[config.mk]
export PLATFORM = sky130hd
export DESIGN_NAME = prim_ram_1p_arb
export DESIGN_NICKNAME = d
export VERILOG_FILES = /design/src/rtl/prim_ram_arb_pkg.sv /design/src/rtl/prim_rr_arb2.sv /design/src/rtl/prim_ram_1p_arb.sv
export SDC_FILE = /design/constraint.sdc
export NUM_CORES = 1
export LEC_CHECK = 0
export BUFFER_PORTS_ARGS = -buffer_cell sky130_fd_sc_hd__buf_2
export CAP_MARGIN = 30
export CORE_AREA = 2 2 113 115
export DETAILED_ROUTE_END_ITERATION = 7
export DIE_AREA = 0 0 115 117
export GPL_TIMING_DRIVEN = 0
export SETUP_SLACK_MARGIN = 0.15
export SLEW_MARGIN = 30
export SYNTH_ARGS = -nofsm -noshare
export SYNTH_HDL_FRONTEND = slang
export SYNTH_SLANG_ARGS = --single-unit
[constraint.sdc]
create_clock -name clk_i -period 2.1 [get_ports clk_i]
set_clock_uncertainty 0.2 [all_clocks]
set_input_delay 0.42 -clock clk_i [delete_from_list [all_inputs] [get_ports clk_i]]
set_output_delay 0.42 -clock clk_i [all_outputs]
set_load 0.05 [all_outputs]
[src/rtl/prim_ram_arb_pkg.sv]
// Shared constants and types for the two-requester single-port RAM arbiter.
// The optional init sweep is controlled by PRIM_RAM_ARB_INIT_EN in prim_ram_1p_arb.
package prim_ram_arb_pkg;

  localparam int NumReq = 2;

  typedef enum logic {
    ST_INIT,
    ST_RUN
  } arb_state_e;

endpackage

[src/rtl/prim_rr_arb2.sv]
// Two-way round-robin arbiter: a lone requester wins, a tie goes to the
// requester that was not granted last. The history register lives in the parent.
module prim_rr_arb2
  import prim_ram_arb_pkg::*;
(
  input  logic [NumReq-1:0] req,
  input  logic              last_q,
  output logic [NumReq-1:0] gnt
);

  always_comb begin
    // NOTE: default every combinational output first so no path leaves it unassigned (no latch).
    gnt = '0;
    unique case (req)
      2'b01:   gnt = 2'b01;
      2'b10:   gnt = 2'b10;
      2'b11:   gnt = last_q ? 2'b01 : 2'b10;
      default: gnt = '0;
    endcase
  end

endmodule

[src/rtl/prim_ram_1p_arb.sv]
// Round-robin arbiter and response router in front of one single-port RAM.
// Define PRIM_RAM_ARB_INIT_EN to zero the whole array after reset before granting.
module prim_ram_1p_arb
  import prim_ram_arb_pkg::*;
#(
  parameter int Width           = 32,
  parameter int Depth           = 128,
  parameter int DataBitsPerMask = 1,
  localparam int Aw             = $clog2(Depth)
) (
  input  logic                    clk_i,
  input  logic                    rst_ni,
  input  logic [NumReq-1:0]       req_i,
  input  logic [NumReq-1:0]       write_i,
  input  logic [NumReq*Aw-1:0]    addr_i,
  input  logic [NumReq*Width-1:0] wdata_i,
  input  logic [NumReq*Width-1:0] wmask_i,
  output logic [NumReq-1:0]       gnt_o,
  output logic [NumReq-1:0]       rvalid_o,
  output logic [Width-1:0]        rdata_o,
  output logic                    ram_req_o,
  output logic                    ram_write_o,
  output logic [Aw-1:0]           ram_addr_o,
  output logic [Width-1:0]        ram_wdata_o,
  output logic [Width-1:0]        ram_wmask_o,
  input  logic                    ram_rvalid_i,
  input  logic [Width-1:0]        ram_rdata_i,
  output logic                    init_done_o
);

  if (Width % DataBitsPerMask != 0) begin : g_mask_check
    $error("Width must be a multiple of DataBitsPerMask");
  end

  logic          run;
  logic          init_active;
  logic [Aw-1:0] init_addr;

`ifdef PRIM_RAM_ARB_INIT_EN
  arb_state_e    state_q, state_d;
  logic [Aw-1:0] init_cnt_q, init_cnt_d;

  always_ff @(posedge clk_i or negedge rst_ni) begin
    if (!rst_ni) begin
      // NOTE: registers take non-blocking assignments so every flop samples pre-edge values.
      state_q    <= ST_INIT;
      init_cnt_q <= '0;
    end else begin
      state_q    <= state_d;
      init_cnt_q <= init_cnt_d;
    end
  end

  always_comb begin
    state_d     = state_q;
    init_cnt_d  = init_cnt_q;
    init_active = 1'b0;
    unique case (state_q)
      ST_INIT: begin
        init_active = 1'b1;
        if (init_cnt_q == Aw'(Depth - 1)) begin
          init_cnt_d = '0;
          state_d    = ST_RUN;
        end else begin
          init_cnt_d = init_cnt_q + 1'b1;
        end
      end
      ST_RUN:  init_active = 1'b0;
      default: state_d = ST_INIT;
    endcase
  end

  assign run         = (state_q == ST_RUN);
  assign init_addr   = init_cnt_q;
  assign init_done_o = run;
`else
  assign run         = 1'b1;
  assign init_active = 1'b0;
  assign init_addr   = '0;
  assign init_done_o = 1'b1;
`endif

  logic [NumReq-1:0] gnt;
  logic              last_q;
  logic              tag_vld_q;
  logic              tag_id_q;
  logic              sel;

  prim_rr_arb2 u_arb (
    .req    (req_i & {NumReq{run}}),
    .last_q (last_q),
    .gnt    (gnt)
  );

  assign gnt_o = gnt;

  // Requester 0 drives the RAM fields whenever requester 1 is not granted.
  assign sel = gnt[1];

  always_comb begin
    ram_req_o   = |gnt;
    ram_write_o = write_i[sel];
    ram_addr_o  = addr_i[sel*Aw +: Aw];
    ram_wdata_o = wdata_i[sel*Width +: Width];
    ram_wmask_o = wmask_i[sel*Width +: Width];
    if (init_active) begin
      ram_req_o   = 1'b1;
      ram_write_o = 1'b1;
      ram_addr_o  = init_addr;
      ram_wdata_o = '0;
      ram_wmask_o = '1;
    end
  end

  always_ff @(posedge clk_i or negedge rst_ni) begin
    if (!rst_ni) begin
      last_q    <= 1'b1;
      tag_vld_q <= 1'b0;
      tag_id_q  <= 1'b0;
    end else begin
      tag_vld_q <= |gnt;
      if (|gnt) begin
        last_q   <= gnt[1];
        tag_id_q <= gnt[1];
      end
    end
  end

  // Every RAM response, read or write, returns to whoever owned the previous cycle.
  always_comb begin
    rvalid_o           = '0;
    rvalid_o[tag_id_q] = ram_rvalid_i & tag_vld_q;
  end

  assign rdata_o = ram_rdata_i;

endmodule

==> results.cfg, run 1 <==
[run]
cap_violations = 0

[finish]
seq_area_um2 = 76.3
final_common_cell = buf_2
antennaDiodeCount = 0
multiInputGateArea_um2 = 1100
areaGrowthSynthToFinish_pct = 126
fin_nets = 574
layout_common_cells = buf_2, buf_6, mux2_4
utilization_pct = 29.0
nFillCells = 1264
drive_above_1_share_pct = 96.7

[route]
met1_length_mm = 1.91
highest_layer = met4
via_per_inst = 3.68
route.met2.wl_mm = 3.85
totalWireLength_mm = 6.54
vias = 1995
dr_wl_met3_um = 744
drtIter0Drc = 13
firstDrtPassIters = 4
antenna_left = 0
drc = 0
wl_per_cell_um = 12.1

[sta]
period_share_pct = 107
whs_ps = 211
rsz0062_at_grt = true
finalSetupViolations = 70
drv_slew = 0
finalWorstSetupSlack_ps = -142
min_period_ps = 2240
fmax_mhz = 446
hold_viol_final = 0

[synthesis]
synthesis.area_um2 = 1580
syn_inst = 128
yosys_warnings = 0
synth_seq_cells = 3
yosysUniqueCellTypes = 15
synth_fp_nets = 309
synth_seq_area_share_pct = 4.83
avgSynthCellArea_um2 = 12.3

[floorplan]
dieWidth_um = 115
floorplan.rows = 41
ios = 291
die_y_um = 117
dieArea_um2 = 13500
initial_core_util_pct = 12.8
coreArea_um2 = 12300

[pwr]
p_leak_nw = 2.02
power_density_nw_per_um2 = 533
irDropWorstVdd_mv = 0.553

[clock_network]
cts_tree = built
clock-sinks = 3
clockBufferDepth = 2
path_clk_slew_ps = 30
cts_made_buffers = 3
root_buffer = clkbuf_16
clk_latency_ps = 220
h-tree-depth = 1

[worst_setup_path]
cp.depth = 5
critical_path.startpoint = last_q
r2r_end = tag_id_q
setup.worst_path.end = ram_wmask_o[14]
slowest_stage = dfstp_2
critical_path.max_stage_delay_ps = 540
critPathKind = register to output pin
cp_max_fo = 10
cp.required_ps = 1480
worst-path-buf-inv = 3
crit_family = flip-flops
crit_path_cell_trace = a21boi_4, buf_12, buf_12, mux2_4, buf_8
cp.arrival_ps = 1620
regToRegSetupSlack_ps = 850
critPathCaptureType = output pin
timing.rr.start = last_q
cpMostUsedCell = buf_12
setup.worst_path.start_class = register
rr_worst_depth = 3

[status]
status = complete, but fails checks
violations = negative setup slack

[global_route]
antenna_found_initial = 0
grt_pass1_wl_mm = 8.45
grt_usage_pct = 7.94
grt-ovfl-total = 0
grt_pass1_vias = 1884
grt_max_degree = 11

[min_path]
hold_class = input pin to register

[place]
io_buffers = 257
dpl.hpwl_mm = 5.52
gp_congestion = 0.701
==> logic make-up (layout without fill, tap and decap cells) <==
kind of cell,count (synthesis),after routing,share of synthesized area (%)
multiplexers,72,72,65.6
AND/OR/NAND/NOR,5,5,1.51
buffers and inverters,43,307,25.5
other,1,1,0.237
flip-flops,3,3,4.83
AO/OA/AOI/OAI,4,4,2.30
==> sequential cells by signal (all words and copies together), names as in the netlist <==
name / count
tag_id_q: 1
tag_vld_q: 1
last_q: 1
==> cells in the mapped netlist, drive strengths merged <==
| master | number | area [µm²] |
|---|---|---|
| a21boi | 1 | 18.8 |
| a21o | 1 | 7.51 |
| a21oi | 2 | 10.0 |
| and3 | 1 | 6.26 |
| buf | 41 | 395 |
| conb | 1 | 3.75 |
| dfrtp | 2 | 50.1 |
| dfstp | 1 | 26.3 |
| inv | 2 | 7.51 |
| mux2 | 72 | 1040 |
| nand2 | 1 | 3.75 |
| nor2 | 2 | 7.51 |
| or2 | 1 | 6.26 |
==> through the flow <==
stage	power, mW	instance area [µm²]	cells	setup TNS [ps]	setup slack (ps)
finish	1.90	3570	542	-8080	-142
global route	1.97	3570	542	-10560	-182
CTS	1.91	3550	541	-9000	-166
detailed placement	1.42	3060	535	-9900	-184
global placement	1.41	3060	535	-8690	-171
floorplan	1.12	1580	128	0	117
==> metal layers <==
layer | up-vias | track usage (%)
met5 | - | 0
met4 | 0 | 1.93
met3 | 4 | 1.44
met2 | 172 | 17.7
met1 | 875 | 7.12
li1 | 944 | -
==> where the power goes <==
part	leakage [nW]	switching (mW)	internal [mW]	total, mW
registers	0.0323	0.00531	0.0666	0.0719
logic	1.95	0.875	0.649	1.52
clock network	0.0382	0.0525	0.251	0.303
total	2.02	0.933	0.966	1.90
==> worst min path at each step <==
stage | from | endpoint | slack [ps] | cells past startpoint
final | req_i[0] | last_q | 210 | 2
after global routing | req_i[0] | last_q | 220 | 2
after CTS | req_i[0] | last_q | 210 | 2
after detailed placement | rst_ni | tag_vld_q | 20 | 1
after global placement | rst_ni | tag_vld_q | 20 | 1
after floorplan | rst_ni | tag_id_q | -80 | 0
==> layout make-up <==
type | count | area share, %
clock buffers | 4 | 2.21
flip-flops and latches | 3 | 2.14
multi-input cells | 82 | 30.9
plain buffers | 41 | 11.1
well taps | 150 | 5.26
inverters | 2 | 0.210
repair buffers | 260 | 48.2
==> timing repair <==
item | in CTS | in global routing
hold buffers | 1 | 0
endpoints found under the hold margin | 3 | 0
setup buffers | 1 | 1
endpoints found under the setup margin | 72 | 73
resized for setup | 128 | 2
pin swaps | 0 | 0
(Power assumes the default switching activity.)
==> run 2: changes to the inputs <==
--- a/config.mk
+++ b/config.mk
@@ -5,12 +5,14 @@
 export SDC_FILE = /design/constraint.sdc
 export NUM_CORES = 1
 export LEC_CHECK = 0
+export ABC_AREA = 1
 export BUFFER_PORTS_ARGS = -buffer_cell sky130_fd_sc_hd__buf_2
 export CAP_MARGIN = 30
-export CORE_AREA = 2 2 113 115
+export CORE_AREA = 2 2 111 113
 export DETAILED_ROUTE_END_ITERATION = 7
-export DIE_AREA = 0 0 115 117
+export DIE_AREA = 0 0 113 115
 export GPL_TIMING_DRIVEN = 0
+export PLACE_DENSITY_LB_ADDON = 0.3
 export SETUP_SLACK_MARGIN = 0.15
 export SLEW_MARGIN = 30
 export SYNTH_ARGS = -nofsm -noshare
==> results.cfg, run 2 <==
[route]
via_per_inst = 4.03
vias = 2883
drtIter0Drc = 75
wl_per_cell_um = 12.8
drc = 17
totalWireLength_mm = 9.13
firstDrtPassIters = 6
antenna_left = 0

[worst_setup_path]
setup.worst_path.start_class = register
slowest_stage = dfstp_2
worst-path-buf-inv = 3
cp_max_fo = 5
critical_path.max_stage_delay_ps = 580
critPathCaptureType = output pin
crit_family = flip-flops
cp.arrival_ps = 1590
critPathKind = register to output pin
crit_path_cell_trace = nand2_8, nand2_8, clkbuf_16, clkbuf_16, nand2_2, nand2_2, buf_8
cp.required_ps = 1480

[global_route]
grt_pass1_vias = 2614
grt_max_degree = 11
grt-ovfl-total = 0
antenna_found_initial = 0
grt_pass1_wl_mm = 12.5
grt_usage_pct = 11.7

[sta]
finalWorstSetupSlack_ps = -111
finalSetupTns_ps = -4010
min_period_ps = 2210
rsz0062_at_grt = true
period_share_pct = 105
fmax_mhz = 452
whs_ps = 316
hold_viol_final = 0
drv_slew = 0
finalSetupViolations = 72

[finish]
layout_common_cells = buf_2, nand3_1, nand2_1
fin_nets = 751
reg_top3 = last_q (1), tag_id_q (1), tag_vld_q (1)
antennaDiodeCount = 0
areaGrowthSynthToFinish_pct = 208
final_cell_area_um2 = 4410
final_common_cell = buf_2
drive_above_1_share_pct = 74.2

[synthesis]
yosysUniqueCellTypes = 14
synth-simple-area-share_pct = 65.3
synth_commonest_cells = nand2_1, nand3_1, buf_4, clkbuf_1, buf_2
synth_top_family_by_area = simple AND/OR/NAND/NOR gates
synthesis.area_um2 = 1430
synth_compound_area_share_pct = 0.875
yosys.area.top_type = nand2_1
synth_fp_nets = 471
synth-edff-count = 0
avgSynthCellArea_um2 = 4.93
syn_inst = 290
async_reset_ff_share_pct = 100
synth.area.top_cells = nand2_1, nand3_1, buf_4, buf_6, dfrtp_1
synth_seq_area_share_pct = 5.34
yosysTopAreaCellShare_pct = 38.8
synthAdderAreaFrac_pct = 0
synth_most_common_cell = nand2_1
synthMuxAreaShare_pct = 0
synthXorXnorAreaFrac_pct = 0
synth_seq_cells = 3
yosys_warnings = 0
synth_ff_type = dfrtp_1

[clock_network]
clk_latency_ps = 230
cts_made_buffers = 3
clock-sinks = 3
clockBufferDepth = 2
cts_tree = built
h-tree-depth = 1
root_buffer = clkbuf_16
path_clk_slew_ps = 30

[pwr]
irDropWorstVdd_mv = 0.372
power_frac_clock_pct = 14.0
intPower_mw = 1.06
sw_frac_of_total_pct = 52.0
sequentialPowerShare_pct = 3.2
combPwrFrac_pct = 82.8
power_density_nw_per_um2 = 500
p_switching_mw = 1.15
p_leak_nw = 2.50

[floorplan]
dieWidth_um = 113
dieArea_um2 = 13000
die_y_um = 115
ios = 291
initial_core_util_pct = 12.1
floorplan.rows = 40
coreArea_um2 = 11800

[run]
cap_violations = 0

[place]
io_buffers = 257
placed_area_um2 = 3020
dpl.hpwl_mm = 6.18
gp_congestion = 0.737

[status]
status = complete, but fails checks
violations = design-rule violations, negative setup slack

[min_path]
hold_class = input pin to asynchronous set/reset pin
-- run 2: cell types whose count changed after synthesis, sizes merged, moves of 2 or more --
| cell | previous run | this run |
|---|---|---|
| nand3 | 0 | 72 |
| mux2 | 72 | 0 |
| nand2 | 1 | 149 |
| a21oi | 2 | 0 |
| buf | 41 | 47 |
| inv | 2 | 4 |
| clkbuf | 0 | 9 |
-- run 2: final timing paths --
kind / from / to / slack (ps) / cells after the start
worst max-delay path: last_q / ram_wmask_o[13] / -110 / 7
worst min-delay path: rst_ni / tag_id_q / 320 / 2
worst max register to register: last_q / last_q / 650 / 5
worst min register to register: tag_id_q / tag_id_q / 320 / 2
max in group asynchronous: rst_ni / last_q / 1190 / 2
min in group clk_i: tag_id_q / tag_id_q / 320 / 2
-- run 2: kinds of logic after synthesis --
logic type | count (synthesis)
AOI/OAI and AO/OA | 2
DFF | 3
buffers and inverters | 60
and+or+nand+nor | 224
other | 1
-- run 2: repair_timing --
action | in CTS | in global routing
pin swaps | 2 | 9
cloned | 6 | 5
hold buffers | 1 | 0
gates resized for setup | 238 | 67
endpoints found under the hold margin | 3 | 0
setup endpoints to repair | 73 | 74
setup buffers | 7 | 2
-- run 2: worst reg2reg max path, stage by stage, from the launching register on --
cell	delay, ps
dfstp_2	580
nand2_8	80
nand2_8	100
buf_12	150
clkbuf_16	160
o21ai_0	90
-- run 2: layout make-up --
type / count / area [µm²]
Buffer: 53 / 458
Clock buffer: 4 / 78.8
Fill cell: 1223 / 7400
Inverter: 4 / 20.0
Multi-Input combinational cell: 228 / 1360
Sequential cell: 3 / 76.3
Tap cell: 147 / 184
Timing Repair Buffer: 277 / 2230
-- run 2: metal layers --
layer | vias up | wire length, µm | global-route usage (%)
li1 | 1448 | - | -
met1 | 1268 | 3320 | 14.0
met2 | 156 | 5020 | 22.8
met3 | 11 | 676 | 1.21
met4 | 0 | 109 | 2.11
met5 | - | 0 | 0
-- run 2: power groups by stage --
stage          clock (mW)  sequential [mW]  combinational (mW)
2_1_floorplan           0           0.0676               0.961
4_1_cts             0.314           0.0704                1.70
6_report            0.308           0.0709                1.82
5_1_grt             0.320           0.0716                1.92
3_3_place_gp            0           0.0683                1.31
3_5_place_dp            0           0.0685                1.31
-- run 2: stage by stage --
| stage | util [%] | std cells | power [mW] | setup WS, ps |
|---|---|---|---|---|
| 2_1_floorplan | - | 290 | 1.03 | 138 |
| 3_3_place_gp | 25.6 | 694 | 1.38 | -282 |
| 3_5_place_dp | 25.6 | 694 | 1.38 | -240 |
| 4_1_cts | 34.1 | 709 | 2.09 | -91.6 |
| 5_1_grt | 37.3 | 716 | 2.31 | -168 |
| 6_report | 37.3 | 716 | 2.20 | -111 |
==> run 3: changes to the inputs <==
--- a/config.mk
+++ b/config.mk
@@ -8,9 +8,10 @@
 export ABC_AREA = 1
 export BUFFER_PORTS_ARGS = -buffer_cell sky130_fd_sc_hd__buf_2
 export CAP_MARGIN = 30
-export CORE_AREA = 2 2 111 113
+export CELL_PAD_IN_SITES_DETAIL_PLACEMENT = 1
+export CELL_PAD_IN_SITES_GLOBAL_PLACEMENT = 2
+export CORE_UTILIZATION = 10
 export DETAILED_ROUTE_END_ITERATION = 7
-export DIE_AREA = 0 0 113 115
 export GPL_TIMING_DRIVEN = 0
 export PLACE_DENSITY_LB_ADDON = 0.3
 export SETUP_SLACK_MARGIN = 0.15
==> results.cfg, run 3 (same netlist as run 2, synthesis figures left out) <==
[status]
status = complete, but fails checks
violations = negative setup slack

[route]
drc = 0
antenna_left = 0
via_per_inst = 3.88
firstDrtPassIters = 4
totalWireLength_mm = 9.40
vias = 2856
drtIter0Drc = 28
wl_per_cell_um = 12.8

[global_route]
grt_usage_pct = 11.6
grt_pass1_vias = 2902
grt-ovfl-total = 0
grt_max_degree = 11
grt_pass1_wl_mm = 13.9
antenna_found_initial = 0

[worst_setup_path]
crit_path_cell_trace = nand2_8, nand2_8, buf_12, buf_8, nand2_1, nand2_2, buf_8
setup.worst_path.end = ram_addr_o[2]
critPathKind = register to output pin
regToRegSetupSlack_ps = 700
crit_family = flip-flops
cp.required_ps = 1480
slowest_stage = dfstp_2
critical_path.startpoint = last_q
worst-path-buf-inv = 3
setup.worst_path.start_class = register
cp_max_fo = 10
cp.arrival_ps = 1560
cp.depth = 7
timing.rr.start = last_q
critical_path.max_stage_delay_ps = 580
rr_worst_depth = 5
critPathCaptureType = output pin
r2r_end = tag_id_q

[sta]
drv_slew = 0
whs_ps = 310
finalSetupTns_ps = -3020
fmax_mhz = 459
min_period_ps = 2180
finalSetupViolations = 63
period_share_pct = 104
hold_viol_final = 0
finalWorstSetupSlack_ps = -80.9
rsz0062_at_grt = true

[place]
gp_congestion = 0.788
place_ws_ps = -290
io_buffers = 257
dpl.hpwl_mm = 7.50

[finish]
final_common_cell = buf_2
areaGrowthSynthToFinish_pct = 177
reg_top3 = last_q (1), tag_id_q (1), tag_vld_q (1)
drive_above_1_share_pct = 67.5
layout_common_cells = buf_2, nand2_1, nand3_1
antennaDiodeCount = 0
fin_nets = 739
utilization_pct = 28.5

[clock_network]
h-tree-depth = 1
clk_latency_ps = 220
path_clk_slew_ps = 30
clockBufferDepth = 2
cts_tree = built
clock-sinks = 3
root_buffer = clkbuf_16
cts_made_buffers = 3

[run]
cap_violations = 0

[floorplan]
coreArea_um2 = 13900
die_y_um = 122
dieArea_um2 = 14800
initial_core_util_pct = 10.3
floorplan.rows = 43
dieWidth_um = 122
ios = 291

[min_path]
whs_path_depth = 2
hold_class = register to register

[pwr]
power_density_nw_per_um2 = 517
power_mw = 2.05
p_leak_nw = 2.29
irDropWorstVdd_mv = 0.504
==> run 3: cell count changes in the layout (fill, tap and decap cells not counted), moves of 2 or more <==
cell,delta
buf_2,-2
inv_4,-2
nand3_2,-3
nand3_1,+3
nand2_2,-2
buf_6,-6
nand2_4,-25
clkbuf_16,-5
buf_16,-2
inv_1,+2
clkbuf_2,+2
buf_8,+2
clkbuf_8,-2
nand2_1,+28
==> run 3: area by class of cell <==
cell class                      instances  area, µm²
Tap cell                              180        225
Multi-Input combinational cell        228       1130
Buffer                                 56        460
Clock buffer                            4       78.8
Fill cell                            1762       9970
Inverter                                4       15.0
Timing Repair Buffer                  262       1980
Sequential cell                         3       76.3
==> run 3: how the worst min path moves through the flow <==
stage	start	end	slack, ps
after CTS	req_i[0]	last_q	260
after global placement	rst_ni	tag_vld_q	20
after floorplan	rst_ni	tag_id_q	-80
after detailed placement	rst_ni	tag_vld_q	20
final	tag_id_q	tag_id_q	310
after global routing	rst_ni	tag_vld_q	330
==> run 3: timing repair <==
action	in CTS	in global routing
setup endpoints to repair	73	74
hold endpoints to repair	3	0
hold buffers	1	0
resized for setup	190	62
buffers inserted	0	3
cloned	1	1
pin swaps	0	0
==> run 3: metrics by stage <==
stage          cell area, µm²  instances
2_1_floorplan            1550        290
3_3_place_gp             3060        727
3_5_place_dp             3060        727
4_1_cts                  3780        733
5_1_grt                  3970        737
6_report                 3970        737
==> run 3: where the power goes <==
part	internal [mW]	switching (mW)	total [mW]
logic	0.649	1.03	1.68
clock network	0.251	0.0542	0.305
registers	0.0649	0.00586	0.0707
total	0.965	1.09	2.05
==> run 3: worst register-to-register path: stages (launching register included) <==
cell,delay (ps)
dfstp_2,580
nand2_8,100
nand2_8,90
buf_12,130
buf_8,130
nand2_1,50
==> run 3: per-layer routing <==
layer  wire [µm]  track usage [%]  vias up
met3         626             1.26        2
met5           0                0        -
met2        5320             23.7      126
met4          23             1.16        0
met1        3430             13.1     1308
li1            -                -     1420
